$ cat src/rtl/lr_car_queue.sv
// lr_car_queue: local-road car queue that drives LR_has_Car into the light controller
// and releases queued cars one every DEPART_GAP green cycles.
module lr_car_queue #(
  parameter int DEPTH      = 7,
  parameter int CNT_W      = 3,
  parameter int DEPART_GAP = 2
) (
  input  logic             CLK,
  input  logic             RESET_n,
  input  logic             car_arrive,
  input  logic [2:0]       LR_light,
  input  logic [2:0]       HW_light,
  output logic             LR_has_Car,
  output logic [CNT_W-1:0] queue_cnt,
  output logic             depart,
  output logic             overflow,
  output logic             violation
);
  localparam int GAP_W = DEPART_GAP > 1 ? $clog2(DEPART_GAP) : 1;
  localparam logic [2:0] GREEN  = 3'b100;
  localparam logic [2:0] YELLOW = 3'b010;
  localparam logic [2:0] RED    = 3'b001;
  typedef enum logic [1:0] {EMPTY, WAITING, FLOWING} state_t;
  state_t           r_state;
  logic [CNT_W-1:0] r_cnt;
  logic [GAP_W-1:0] r_gap;
  logic             r_depart;
  logic             r_overflow;
  logic             r_violation;
  logic             w_green;
  logic             w_busy;
  logic             w_dep;
  logic             w_full;
  logic             w_lr_ok;
  logic             w_hw_ok;
  logic             w_drop;
  logic [CNT_W-1:0] w_cnt_nxt;
  always_comb begin
    w_green   = LR_light == GREEN;
    // state is EMPTY exactly when the registered count is zero
    w_busy    = w_green && r_state != EMPTY;
    w_dep     = w_busy && r_gap == GAP_W'(DEPART_GAP - 1);
    w_full    = r_cnt == CNT_W'(DEPTH);
    w_lr_ok   = LR_light inside {GREEN, YELLOW, RED};
    w_hw_ok   = HW_light inside {GREEN, YELLOW, RED};
    w_drop    = car_arrive && !w_dep && w_full;
    w_cnt_nxt = (car_arrive == w_dep) ? r_cnt :
                car_arrive ? (w_full ? r_cnt : r_cnt + 1'b1) : r_cnt - 1'b1;
  end
  always_ff @(posedge CLK) begin
    if (!RESET_n) begin
      r_state     <= EMPTY;
      r_cnt       <= '0;
      r_gap       <= '0;
      r_depart    <= 1'b0;
      r_overflow  <= 1'b0;
      r_violation <= 1'b0;
    end else begin
      r_state     <= w_cnt_nxt == '0 ? EMPTY : w_green ? FLOWING : WAITING;
      r_cnt       <= w_cnt_nxt;
      r_gap       <= (w_dep || !w_busy) ? '0 : r_gap + 1'b1;
      r_depart    <= w_dep;
      r_overflow  <= r_overflow | w_drop;
      r_violation <= r_violation | !w_lr_ok | !w_hw_ok | (w_green && HW_light == GREEN);
    end
  end
  assign LR_has_Car = r_cnt != '0;
  assign queue_cnt  = r_cnt;
  assign depart     = r_depart;
  assign overflow   = r_overflow;
  assign violation  = r_violation;
endmodule

$ cat config.mk
export PLATFORM = sky130hd
export DESIGN_NAME = lr_car_queue
export DESIGN_NICKNAME = d
export VERILOG_FILES = /design/src/rtl/lr_car_queue.sv
export SDC_FILE = /design/constraint.sdc
export NUM_CORES = 1
export LEC_CHECK = 0
export CELL_PAD_IN_SITES_DETAIL_PLACEMENT = 0
export CELL_PAD_IN_SITES_GLOBAL_PLACEMENT = 1
export CORE_MARGIN = 2
export CORE_UTILIZATION = 33
export CTS_BUF_LIST = sky130_fd_sc_hd__clkbuf_8 sky130_fd_sc_hd__clkbuf_16
export DETAILED_ROUTE_END_ITERATION = 8
export PLACE_DENSITY_LB_ADDON = 0.3
export SLEW_MARGIN = 10
export SYNTH_ARGS = -nofsm -noshare
export SYNTH_HDL_FRONTEND = slang
export SYNTH_SLANG_ARGS = --single-unit
$ cat constraint.sdc
create_clock -name CLK -period 4.5 [get_ports CLK]
set_input_delay 0.9 -clock CLK [delete_from_list [all_inputs] [get_ports CLK]]
set_output_delay 0.9 -clock CLK [all_outputs]
set_load 0.01 [all_outputs]
* Yosys cells after proc, flatten, opt, wreduce, memory -nomap -nowiden
Cells that the tools add are included.
** Cells by class
- Reduce and logical (&&, ||, !) cells :: 17
- Multiplexer cells :: 4
- $add $sub $neg :: 3
- Bitwise gates (word level) :: 5
- Equal/unequal tests :: 8
** Operators with widths (count)
- $eq 3x3->1 const B :: 3
- $mux 3 :: 3
- $reduce_bool 3->1 :: 3
- $eq 3x1->1 const B :: 2
- $eq 3x2->1 const B :: 2
- $logic_and 1x1->1 :: 5
- $logic_not 1->1 :: 4
- $or 1x1->1 :: 4
- $reduce_or 2->1 :: 2
- $add 3x1->3 const B :: 1
- $logic_not 3->1 :: 1
- $sub 3x1->3 const B :: 1
- $mux 2 :: 1
- $reduce_bool 2->1 :: 1
- $add 1x1->1 const B :: 1
- $eq 1x1->1 :: 1
- $logic_or 1x1->1 :: 1
- $not 1->1 :: 1
** Storage, ports and cells
- Output and inout port bits :: 7
- Logic and storage cells :: 43
- Bits in registers :: 9
- Input port bits :: 9

* Logic depth before layout (Yosys ltp)
Gate-level depths: netlist (run 1).
- Word-level depth :: 7
- Gate-level depth with buffers :: 9
- Mapped depth without buffers :: 9

* Least setup slack after synthesis (run 1)
OpenSTA, ideal clock, no wires.
- Path kind :: input to register
- From :: input LR_light[0]
- To :: register r_state[0]
- Arrival :: 2.117 ns
- Slack :: 2.249 ns
- Data required time :: 4.366 ns
- Path buffers :: 0
- Setup time :: 0.134 ns
- Stages :: 9
- Cell sequence :: nor2_1 > nand2_1 > nor2_1 > nand2_1 > ha_1 > nor2b_1 > a21oi_1 > o221ai_1 > a31oi_1
** Between the ends
- Word-level cells in the longest chain between the ends :: 7
- Elaborated cells between the ends (all ways) :: 8
- Those cells by class :: eq/ne: 2; mux: 2; reduce/logical: 4
** Ends and longest elaborated chain
- start, declared :: line 11 : input logic [2:0] LR_light,
- $eq 3x3->1 (*) :: line 39 : w_green = LR_light == GREEN;
- $logic_and 1x1->1 :: line 41 : w_busy = w_green && r_state != EMPTY;
- $logic_and 1x1->1 :: line 42 : w_dep = w_busy && r_gap == GAP_W'(DEPART_GAP - 1);
- $eq 1x1->1 :: line 47 : w_cnt_nxt = (car_arrive == w_dep) ? r_cnt :
- $mux 3 :: line 47
- $logic_not 3->1 :: line 59 : r_state <= w_cnt_nxt == '0 ? EMPTY : w_green ? FLOWING : WAITING;
- $reduce_or 2->1 (no source line)
- end signal, assigned :: line 59
- end, declared :: line 24 : state_t r_state;
Mark *: on every way between the ends. The rest lies on a longest branch, timed or not.
A chain may end at the register's enable or synchronous reset.

* Worst setup path in the final report (run 1)
- From :: input LR_light[1]
- To :: register r_state[0]
The elaborated chain is that of the path after synthesis.

==> out/metrics.cfg, run 1 <==
[yosys]
synth_seq_cells = 9
synthCells = 55
syn_avg_cell_area_sq_um = 8.71
ys_seq_area_share_pct = 37.6
syn_area_sq_um = 479
yosys_warnings = 0
yosys.cell_types.count = 23
syn-num-nets = 68

[setup_path]
crit_type = in -> reg
cp_top_family = simple AND/OR/NAND/NOR gates
critPathMaxStageDelay_ns = 0.45
crit_arrival_ns = 2.78
r2r-end = r_state[0]
crit_required_ns = 4.59
crit_cells = 10
path_cells = clkdlybuf4s50_1, nor2_1, nand2_1, nor2_1, nand2_1, ha_1, nor2b_1, a21oi_1, o221ai_1, a31oi_1
crit_path_end = r_state[0]
cp.buffers_inverters = 1
crit_fanout = 6
cp-end-kind = register
cp-start-kind = input port
reg2reg_slack_ns = 2.84
ff2ff_path_depth = 8
cp-startpoint = LR_light[1]
critPathSlowestCell = clkdlybuf4s50_1
rr_startpoint = r_state[0]

[detailed_routing]
num_vias = 425
wl_per_cell_microns = 11.1
vias_per_cell = 4.83
drt-pass1-iter-count = 2
drt_iter0_markers = 4
detail-route-antenna-nets = 0
remaining_drc_errors = 0
wirelength_microns = 974

[timing]
report.final.setup_viol = 0
final.setup.tns_ns = 0
period_share_pct = 59.6
rsz0062_at_grt = false
final-hold-violation-count = 0
fin_crit_ns = 2.68
max_slew_margin_pct = 77.3
slew_viol_final = 0
fin_skew_ns = 0.000563
fmax_ghz = 0.373
tightest_slew_ns = 0.340

[grt]
grt_max_degree = 10
grt_first_pass_wirelength_mm = 1.62
antenna_found_initial = 0
grt_use_total_pct = 12.2
overflow = 0
grt_pass1_vias = 361

[cells_and_area]
multiInputGateArea_sq_um = 264
final_common_cell = clkdlybuf4s50_1
n_fill_cell = 134
final_nets = 87
diodes = 0
final_cell_area_sq_um = 688
seqCellArea_sq_um = 180
layout_common_cells = clkdlybuf4s50_1 (15), dfxtp_1 (9), inv_1 (8), a31oi_1 (5)
drive_gt1_share_pct = 9.59
area_growth_pct = 43.6

[clock_network]
postCtsHoldBufs = 0
cts_resized = 0
clkTransAtPathRegs_ns = 0.04
clock-sinks = 9
root_buffer = clkbuf_8
cts_setup_buffers = 0
htree_num_levels = 1
cts_made_buffers = 3
clk_latency_ns = 0.23
clockBufferDepth = 2
cts_tree = done

[run]
drv_cap = 0

[power]
p_clk_share_pct = 38.0
p_int_uw = 174
netSwitchingFraction_pct = 25.3
pwr-share-seq_pct = 38.9
vdd_ir_drop_max_mv = 0.300
p_sw_uw = 58.9
p_leak_nw = 0.290
p_per_area_nw_per_um2 = 339
combPwrFrac_pct = 23.0

[placed_design]
globalplace.congestion = 0.782
hpwl_microns = 766
dpl-instance-area_sq_um = 643
io_buffers = 15

[floorplanning]
num_io_pins = 16
die_width_microns = 42.1
initial_utilization_pct = 35.9
rows = 13
die-area_sq_um = 1770
die_h_microns = 42.1
coreArea_sq_um = 1330

[status]
status = complete, no violations

[min_path]
hold_path.class = reg -> reg

==> area by class of cell <==
class	instances	area share, %
Multi-Input combinational cell	37	38.4
Sequential cell	9	26.2
Timing Repair Buffer	15	21.8
Clock buffer	3	6.00
Inverter	8	4.36
Tap cell	15	2.73
Clock inverter	1	0.545
==> state kept, by name, summed over array words and instances, names as in the netlist <==
signal     flops
overflow       1
violation      1
queue_cnt      3
depart         1
r_gap          1
r_state        2
==> worst register-to-register path, cell delays in order (launching register included) <==
cell and delay (ns):
dfxtp_1 0.32, nor2_1 0.05, nor2_1 0.11, nand2_1 0.07, ha_1 0.35, nor2b_1 0.13
a21oi_1 0.07, o221ai_1 0.28, a31oi_1 0.14
==> synth_stat cells <==
cell type,number,share of area (%)
nor3b_1,1,1.6
inv_1,7,5.5
o21ai_0,2,2.1
nor4b_1,1,1.8
a21oi_1,4,4.2
buf_2,1,1.0
a31oi_1,5,6.5
o211ai_1,1,1.6
xnor2_1,1,1.8
and2_4,1,1.8
o31a_1,2,3.7
and3_1,1,1.3
nand2_1,3,2.3
nand2b_1,1,1.3
dfxtp_1,9,38
o311ai_2,1,3.4
inv_2,1,0.78
nor2b_1,2,2.6
o221ai_1,1,1.8
a21oi_2,1,1.8
ha_1,4,10
xor2_1,1,1.8
nor2_1,4,3.1
==> per-layer routing <==
layer	vias to the layer above	part of all wire, %	track usage, %	routed length [microns]
met3	0	6.3	7.76	61
met5	-	0	0	0
li1	227	-	-	-
met2	10	43	18.1	418
met1	188	51	15.2	494
met4	0	0	1.88	0
==> power by group through the flow <==
stage	logic [mW]	registers [mW]	clock network, mW
5_1_grt	0.0597	0.0915	0.0987
2_1_floorplan	0.0297	0.0917	0
3_5_place_dp	0.0539	0.0921	0
3_3_place_gp	0.0531	0.0918	0
4_1_cts	0.0543	0.0908	0.0911
6_report	0.0537	0.0908	0.0886
==> cells by family (layout without fill, tap and decap cells) <==
kind of cell,after synthesis,after routing,share of synthesized area (%)
AO/OA/AOI/OAI,17,17,25.1
XOR/XNOR,2,2,3.66
buffers and inverters,9,27,7.31
AND/OR/NAND/NOR,14,14,15.9
flip-flops,9,9,37.6
adder cells (fa/ha/maj),4,4,10.4
==> worst min-delay path by stage <==
| stage | start | end | slack, ns | depth (start not counted) |
|---|---|---|---|---|
| after floorplan | r_gap | r_gap | 0.41 | 1 |
| after global placement | r_gap | r_gap | 0.45 | 1 |
| after detailed placement | r_gap | r_gap | 0.45 | 1 |
| after CTS | r_gap | r_gap | 0.46 | 1 |
| after global routing | r_gap | r_gap | 0.48 | 1 |
| final | r_gap | r_gap | 0.47 | 1 |
==> stage by stage <==
| step | power (mW) | utilization (%) | instances | setup WS [ns] | hold WS [ns] |
|---|---|---|---|---|---|
| 6_report | 0.233 | 51.6 | 88 | 1.82 | 0.465 |
| 5_1_grt | 0.250 | 51.6 | 88 | 1.66 | 0.478 |
| 4_1_cts | 0.236 | 51.6 | 88 | 1.81 | 0.461 |
| 3_5_place_dp | 0.146 | 48.2 | 84 | 1.58 | 0.451 |
| 3_3_place_gp | 0.145 | 48.2 | 84 | 1.60 | 0.447 |
| 2_1_floorplan | 0.121 | - | 55 | 2.25 | 0.413 |
Note: power is estimated with default switching activity, not from simulation.
==> run 2, diff against run 1 <==
--- a/config.mk
+++ b/config.mk
@@ -8,7 +8,7 @@
 export CELL_PAD_IN_SITES_DETAIL_PLACEMENT = 0
 export CELL_PAD_IN_SITES_GLOBAL_PLACEMENT = 1
 export CORE_MARGIN = 2
-export CORE_UTILIZATION = 33
+export CORE_UTILIZATION = 27
 export CTS_BUF_LIST = sky130_fd_sc_hd__clkbuf_8 sky130_fd_sc_hd__clkbuf_16
 export DETAILED_ROUTE_END_ITERATION = 8
 export PLACE_DENSITY_LB_ADDON = 0.3
==> constraint.sdc (replaced) <==
create_clock -name CLK -period 2.2 [get_ports CLK]
set_input_delay 0.44 -clock CLK [delete_from_list [all_inputs] [get_ports CLK]]
set_output_delay 0.44 -clock CLK [all_outputs]
set_load 0.01 [all_outputs]
==> out/metrics.cfg, run 2 (synthesized netlist as in run 1, its figures left out) <==
[status]
status = complete, no violations

[clock_network]
cts_made_buffers = 3  ; unchanged
clock-sinks = 9  ; unchanged
htree_num_levels = 1  ; unchanged
root_buffer = clkbuf_8
postCtsHoldBufs = 0  ; unchanged
cts_tree = done
clk_latency_ns = 0.23  ; about the same
clkTransAtPathRegs_ns = 0.04  ; about the same
clockBufferDepth = 2  ; unchanged

[setup_path]
path_cells = clkdlybuf4s50_1, nor2_2, nand2_1, nor2_2, nand2_1, ha_4, nor3b_1, a21oi_1, o311ai_2, a31oi_1
cp-end-kind = register
crit_type = in -> reg
critPathMaxStageDelay_ns = 0.44  ; about the same
reg2reg_slack_ns = 0.65  ; -2.19 ns
crit_required_ns = 2.35  ; -2.24 ns
crit_fanout = 6  ; unchanged
cp-start-kind = input port
crit_arrival_ns = 2.22  ; -0.56 ns
critPathSlowestCell = clkdlybuf4s50_1

[timing]
fin_skew_ns = 0.00273  ; +0.00216 ns
fin_crit_ns = 2.06
holdWs_ns = 0.452  ; -0.0130 ns
max_slew_margin_pct = 76.9  ; -0.40 points
final.setup.tns_ns = 0  ; unchanged
slew_viol_final = 0  ; unchanged
report.final.setup_viol = 0  ; unchanged
final-hold-violation-count = 0  ; unchanged
period_share_pct = 93.8
tightest_slew_ns = 0.346  ; +0.00601 ns
worst_slack_ns = 0.136  ; -1.68 ns
fmax_ghz = 0.485

[cells_and_area]
final_nets = 92  ; +5.7%
layout_common_cells = clkdlybuf4s50_1 (15), dfxtp_1 (9), inv_1 (8), buf_4 (5)
seqCellArea_sq_um = 180  ; unchanged
final_common_cell = clkdlybuf4s50_1
area_growth_pct = 58.2
multiInputGateArea_sq_um = 294  ; +11%
final_cell_area_sq_um = 758  ; +10%
drive_gt1_share_pct = 21.8  ; +12 points
diodes = 0  ; unchanged
n_fill_cell = 177  ; +32%
largest_reg_flops = 3  ; unchanged

[power]
total_power_uw = 494  ; +110%
p_leak_nw = 0.316  ; +8.7%
p_clk_share_pct = 37.5  ; -0.5 points
p_sw_uw = 129  ; +120%
p_int_uw = 365  ; +110%
netSwitchingFraction_pct = 26.2  ; +0.91 points
pwr-share-seq_pct = 37.6  ; -1.3 points
vdd_ir_drop_max_mv = 0.413  ; +38%
combPwrFrac_pct = 24.8  ; +1.8 points
p_per_area_nw_per_um2 = 651  ; +92%

[grt]
grt_first_pass_wirelength_mm = 1.67  ; +3.0%
antenna_found_initial = 0  ; unchanged
grt_use_total_pct = 11.2  ; -1.0 points
overflow = 0  ; unchanged
grt_max_degree = 10  ; unchanged
grt_pass1_vias = 399  ; +11%

[floorplanning]
die_width_microns = 46.1  ; +9.6%
initial_utilization_pct = 28.4  ; -7.6 points
rows = 15  ; +2
die_h_microns = 46.1  ; +9.6%
num_io_pins = 16  ; unchanged
coreArea_sq_um = 1690  ; +27%
die-area_sq_um = 2130  ; +20%

[min_path]
hold_path.class = reg -> reg

[detailed_routing]
remaining_drc_errors = 0  ; unchanged
drt_iter0_markers = 4  ; unchanged
num_vias = 463  ; +8.9%
vias_per_cell = 4.87  ; +0.91%
detail-route-antenna-nets = 0  ; unchanged
wl_per_cell_microns = 11.5  ; +3.7%
wirelength_mm = 1.09  ; +12%
drt-pass1-iter-count = 4  ; +2

[placed_design]
place_ws_ns = -0.201  ; -1.78 ns
globalplace.congestion = 0.781  ; -0.15%
dpl-instance-area_sq_um = 683  ; +6.2%
io_buffers = 15  ; unchanged
hpwl_microns = 800  ; +4.4%

[run]
drv_cap = 0  ; unchanged

==> run 2: what timing repair did <==
| action | 4_1_cts | 5_1_grt |
|---|---|---|
| setup endpoints to repair | 0 | 5 |
| endpoints found under the hold margin | 0 | 0 |
| resized for setup | 0 | 6 |
| setup buffers | 0 | 0 |
==> run 2: power by group through the flow <==
stage / sequential [mW] / clock [mW] / combinational (mW)
global placement: 0.188 / 0 / 0.115
CTS: 0.185 / 0.190 / 0.116
detailed placement: 0.188 / 0 / 0.115
floorplan: 0.188 / 0 / 0.0608
global route: 0.188 / 0.202 / 0.136
finish: 0.186 / 0.185 / 0.123
==> run 2: final timing paths <==
check | to | cells past startpoint | startpoint
hold reg to reg | r_gap | 1 | r_gap
setup / recovery | r_state[0] | 10 | LR_light[0]
hold / removal | r_gap | 1 | r_gap
setup reg to reg | r_state[0] | 8 | r_state[1]
==> run 2: layer usage <==
layer / vias to the layer above / global-route usage (%) / share of wire, %
li1: 239 / - / -
met1: 214 / 15.6 / 51
met2: 10 / 15.6 / 43
met3: 0 / 5.88 / 5.4
met4: 0 / 1.71 / 0
met5: - / 0 / 0
==> run 2: worst max-delay path, delay by kind of cell <==
family                     cells  cell delay, ns
buffers and inverters          1            0.44
AOI/OAI and AO/OA              3            0.50
and+or+nand+nor                5            0.52
adders and majority gates      1            0.32
==> run 2: layout make-up <==
class | instances | area share (%)
tap | 17 | 2.81
timing repair buffer | 20 | 24.8
multi-input combinational | 37 | 38.8
clock buffer | 3 | 5.45
sequential | 9 | 23.8
clock inverter | 1 | 0.495
inverter | 8 | 3.96
==> run 2: stage by stage <==
stage	util, %	std cells
after floorplan	-	55
after global placement	40.4	91
after detailed placement	40.4	91
after CTS	43.1	95
after global routing	44.9	95
final	44.9	95
==> run 3, diff against run 2 <==
--- a/config.mk
+++ b/config.mk
@@ -10,6 +10,7 @@
 export CORE_MARGIN = 2
 export CORE_UTILIZATION = 27
 export CTS_BUF_LIST = sky130_fd_sc_hd__clkbuf_8 sky130_fd_sc_hd__clkbuf_16
+export CTS_CLUSTER_DIAMETER = 40
 export DETAILED_ROUTE_END_ITERATION = 8
 export PLACE_DENSITY_LB_ADDON = 0.3
 export SLEW_MARGIN = 10
==> results of run 3 <==
Same layout as run 2: the final DEF is identical, and so are final timing and power.
